$ cat src/rtl/xgmii_pkg.sv
// xgmii_pkg: default XGMII codes, checker state/error/word-class types and a saturating length add
package xgmii_pkg;
  localparam logic [7:0] DEF_IDLE_CODE = 8'h07;
  localparam logic [7:0] DEF_START_CODE = 8'hFB;
  localparam logic [7:0] DEF_TERM_CODE = 8'hFD;
  localparam logic [7:0] DEF_DATA_BYTE = 8'hAA;
  typedef logic [1:0] state_t;
  localparam state_t S_IDLE = 2'b00;
  localparam state_t S_PAYLOAD = 2'b01;
  localparam state_t S_DROP = 2'b10;
  typedef enum logic [2:0] {
    ERR_NONE = 3'd0,
    ERR_BAD_IDLE = 3'd1,
    ERR_UNEXP_START = 3'd2,
    ERR_BAD_CTRL = 3'd3,
    ERR_OVERSIZE = 3'd4,
    ERR_PATTERN = 3'd5
  } err_code_t;
  typedef enum logic [2:0] {W_IDLE, W_START, W_DATA, W_TERM, W_BAD} word_class_t;
  function automatic logic [15:0] sat_add16(input logic [15:0] a, input logic [15:0] b);
    logic [16:0] s;
    s = {1'b0, a} + {1'b0, b};
    return s[16] ? 16'hFFFF : s[15:0];
  endfunction
endpackage

$ cat src/rtl/xgmii_word_classify.sv
// xgmii_word_classify: classifies one XGMII word, finds the terminate lane and checks payload bytes
module xgmii_word_classify import xgmii_pkg::*; #(
  parameter int DATA_WIDTH = 64,
  parameter int CTRL_WIDTH = 8,
  parameter logic [7:0] IDLE_CODE = DEF_IDLE_CODE,
  parameter logic [7:0] START_CODE = DEF_START_CODE,
  parameter logic [7:0] TERM_CODE = DEF_TERM_CODE,
  parameter logic [7:0] DATA_BYTE = DEF_DATA_BYTE,
  localparam int PW = $clog2(CTRL_WIDTH)
) (
  input  logic [DATA_WIDTH-1:0] rx_data,
  input  logic [CTRL_WIDTH-1:0] rx_ctrl,
  output word_class_t           word_class,
  output logic [PW-1:0]         term_lane,
  output logic                  pay_ok
);
  logic is_idle, is_start, is_term, found, data_ok, start_ok, term_ok;
  // Terminate lane is the lowest ctrl lane; lanes below it are data, lanes above must be idle
  always_comb begin
    is_idle = &rx_ctrl;
    found = 1'b0;
    term_lane = '0;
    data_ok = 1'b1;
    start_ok = 1'b1;
    term_ok = 1'b1;
    is_term = 1'b1;
    for (int i = 0; i < CTRL_WIDTH; i++) begin
      is_idle = is_idle && (rx_data[8*i+:8] == IDLE_CODE);
      data_ok = data_ok && (rx_data[8*i+:8] == DATA_BYTE);
      if (i > 0) start_ok = start_ok && (rx_data[8*i+:8] == DATA_BYTE);
      if (rx_ctrl[i] && !found) begin
        found = 1'b1;
        term_lane = PW'(i);
      end
    end
    for (int i = 0; i < CTRL_WIDTH; i++) begin
      if (PW'(i) < term_lane) term_ok = term_ok && (rx_data[8*i+:8] == DATA_BYTE);
      else if (PW'(i) == term_lane) is_term = is_term && (rx_data[8*i+:8] == TERM_CODE);
      else is_term = is_term && rx_ctrl[i] && (rx_data[8*i+:8] == IDLE_CODE);
    end
    is_term = is_term && found;
    is_start = (rx_ctrl == CTRL_WIDTH'(1)) && (rx_data[7:0] == START_CODE);
    word_class = is_idle ? W_IDLE : is_start ? W_START : ~|rx_ctrl ? W_DATA : is_term ? W_TERM : W_BAD;
    pay_ok = (word_class == W_START) ? start_ok : (word_class == W_TERM) ? term_ok : data_ok;
  end
endmodule

$ cat config.mk
export PLATFORM = sky130hd
export DESIGN_NAME = xgmii_word_classify
export DESIGN_NICKNAME = d
export VERILOG_FILES = /design/src/rtl/xgmii_pkg.sv /design/src/rtl/xgmii_word_classify.sv
export SDC_FILE = /design/constraint.sdc
export NUM_CORES = 1
export LEC_CHECK = 0
export BUFFER_PORTS_ARGS = -buffer_cell sky130_fd_sc_hd__clkbuf_2
export CELL_PAD_IN_SITES_DETAIL_PLACEMENT = 0
export CELL_PAD_IN_SITES_GLOBAL_PLACEMENT = 1
export CORE_MARGIN = 8
export CORE_UTILIZATION = 25
export DETAILED_ROUTE_END_ITERATION = 16
export PLACE_DENSITY = 0.95
export SETUP_SLACK_MARGIN = 0.3
export SYNTH_ARGS = -nofsm -noshare
export SYNTH_HDL_FRONTEND = slang
export SYNTH_SLANG_ARGS = --single-unit
$ cat constraint.sdc
create_clock -name vclk -period 4.66
set_input_delay 0.466 -clock vclk [all_inputs]
set_output_delay 0.466 -clock vclk [all_outputs]
set_load 0.01 [all_outputs]
==> run_results.csv <==
group,metric,value,unit
timing,fmax,353.2,MHz
routing,final_antenna_net_count,0,
logic_synthesis,yosysTopAreaCellShare,0.09924,
logic_synthesis,ys_top_cells_by_count,"nand4_1, nor2_1, nand3_1",
routing,drt-total-wl,3.558,mm
die,design.core.area,3078,µm²
die,num_rows,20,
worst_hold_path,hp-class,"in2out",
cells_and_area,nClkBuffers,0,
cells_and_area,antenna_cells,0,
pwr,cellLeakagePower,0.5149,nW
pwr,ir_drop,0.01730,mV
logic_synthesis,ys_top_cells_by_area,"nand4_1, nor4_1, nand3_1",
critical_path,worstPathCellList,"clkbuf_2 > or3b_1 > nor4_2 > nand4_1 > or3_1 > a22o_1 > o32ai_1 > clkbuf_2",
cells_and_area,seq_area,0,µm²
logic_synthesis,yosysTopAreaCell,"nand4_1",
timing,final.min_clock_period,2.831,ns
logic_synthesis,synth_warnings,0,
cells_and_area,synthToLayoutAreaGrowth,53.59,%
die,chipWidth,73.26,µm
critical_path,path_buf_inv,2,
cts,cts_hold_buf,0,
critical_path,start_kind,"input port",
grt,grt_max_degree,10,
flow_run,drv_cap,0,
timing,finalHoldViolations,0,
timing,rsz0062_at_grt,"false",
cells_and_area,drive_above_1_share,0.4216,
placement,numPortBuffers,79,
timing,period_share,0.6075,
die,die-area,5366,µm²
timing,tightest_slew,0.5004,ns
timing,relSlewSlack,0.6633,
cells_and_area,flops_and_latches,0,
routing,drtIter0Drc,34,
cts,cts_repair_resize_count,0,
critical_path,cpMostUsedCell,"clkbuf_2",
cells_and_area,multi_input_area,789.5,µm²
die,initial_core_util,0.2663,
critical_path,worstPathMaxFanout,2,
placement,place_inst,248,
logic_synthesis,synth_nets,198,
outcome,status,"finished clean",
routing,vias,1331,
routing,avgViaCountPerCell,5.367,
cells_and_area,fin_area,1259,µm²
die,die_h,73.26,µm
logic_synthesis,syn_area_per_cell,6.504,µm²
logic_synthesis,ys_seq_area_frac,0,
die,io_pins,79,
placement,gp_congestion,0.9331,
critical_path,max_stage_delay,0.42,ns
logic_synthesis,syn_inst,126,
critical_path,crit_family,"simple AND/OR/NAND/NOR gates",
logic_synthesis,syn_area,819.5,µm²
placement,dpl.hpwl,3.242,mm
routing,first_pass_iters,4,
placement,placed_cell_area,1259,µm²
critical_path,worstSetupEndpointType,"output port",
timing,setup_violations,0,
pwr,total_power,0.00007254,W
cells_and_area,nets,278,
routing,detail_route.wl_per_cell,14.35,µm
cells_and_area,n_fill_cell,345,
critical_path,required,4.19,ns
timing,setup-tns-final,0,ns
logic_synthesis,yosysUniqueCellTypes,38,
grt,grt_usage,0.1249,
critical_path,path_class,"in2out",
grt,grt_pass1_vias,1370,
timing,slew_violations,0,
critical_path,cp_slowest_cell,"or3b_1",
cts,post_cts_buffers,0,
critical_path,arrival,2.37,ns
routing,drc_errors,0,
pwr,power_per_cell_area,57.63,nW/µm²
grt,grt_pass1_wl,5.699,mm
grt,grt_overflow,0,
cells_and_area,final_cells,248,
grt,antenna_found_initial,0,
==> cell usage in the layout, fill, tap and decap left out, types with 2 or more instances in the layout <==
cell type / Yosys / layout
nand4_1: 13 / 13
a31oi_1: 2 / 2
nor4_1: 9 / 9
o21ai_1: 2 / 2
a21oi_1: 2 / 2
nor2b_1: 2 / 2
o211ai_1: 2 / 2
nand4b_1: 6 / 6
nor4b_1: 2 / 2
or3_1: 3 / 3
nand3_1: 11 / 11
nand2_1: 9 / 9
nor3_1: 5 / 5
nor4_2: 2 / 2
inv_1: 5 / 5
o31ai_1: 3 / 3
nor3b_1: 5 / 5
clkbuf_2: 0 / 79
and4b_1: 2 / 2
nor2_1: 13 / 13
nand2b_1: 3 / 3
o21bai_1: 2 / 2
o21ai_0: 5 / 5
or4b_1: 3 / 3
==> metal layers <==
layer | GRT usage | share of wire
met1 | 0.1488 | 0.42
met2 | 0.2294 | 0.50
met3 | 0.02585 | 0.074
met4 | 0.008889 | 0.0059
met5 | 0 | 0
==> tightest hold or removal path, stage by stage <==
cell and delay, ns:
clkbuf_2 0.08, nor4_1 0.06, nand4_1 0.08, o32ai_1 0.09, clkbuf_2 0.13
==> cells by family (layout without fill, tap and decap cells) <==
group / Yosys count / after routing / share of synthesized area
AOI/OAI and AO/OA: 24 / 24 / 0.2000
buffers and inverters: 6 / 84 / 0.03664
muxes: 1 / 1 / 0.01221
and+or+nand+nor: 95 / 95 / 0.7511
==> through the flow <==
| stage | hold slack, ns | utilization | worst slack (ns) |
|---|---|---|---|
| floorplan | 1.110 | - | 2.170 |
| global placement | 1.353 | 0.4089 | 1.906 |
| detailed placement | 1.353 | 0.4089 | 1.855 |
| CTS | 1.354 | 0.4089 | 1.848 |
| global route | 1.420 | 0.4089 | 1.690 |
| finish | 1.367 | 0.4089 | 1.829 |
==> report_power, final <==
group          switching, W  internal, W  total (W)
clock                     0            0          0
combinational     0.0000374    0.0000352  0.0000725
sequential                0            0          0
==> final cells by class <==
type               count  share of cell area
repair buffers        79              0.3141
inverters              5             0.01491
well taps             44             0.04374
multi-input cells    120              0.6272
==> worst paths after layout <==
path | startpoint | endpoint | slack (ns) | cells after the start
min | rx_data[50] | pay_ok | 1.37 | 5
max | rx_data[20] | pay_ok | 1.83 | 8
Note: power is estimated with default switching activity, not from simulation.
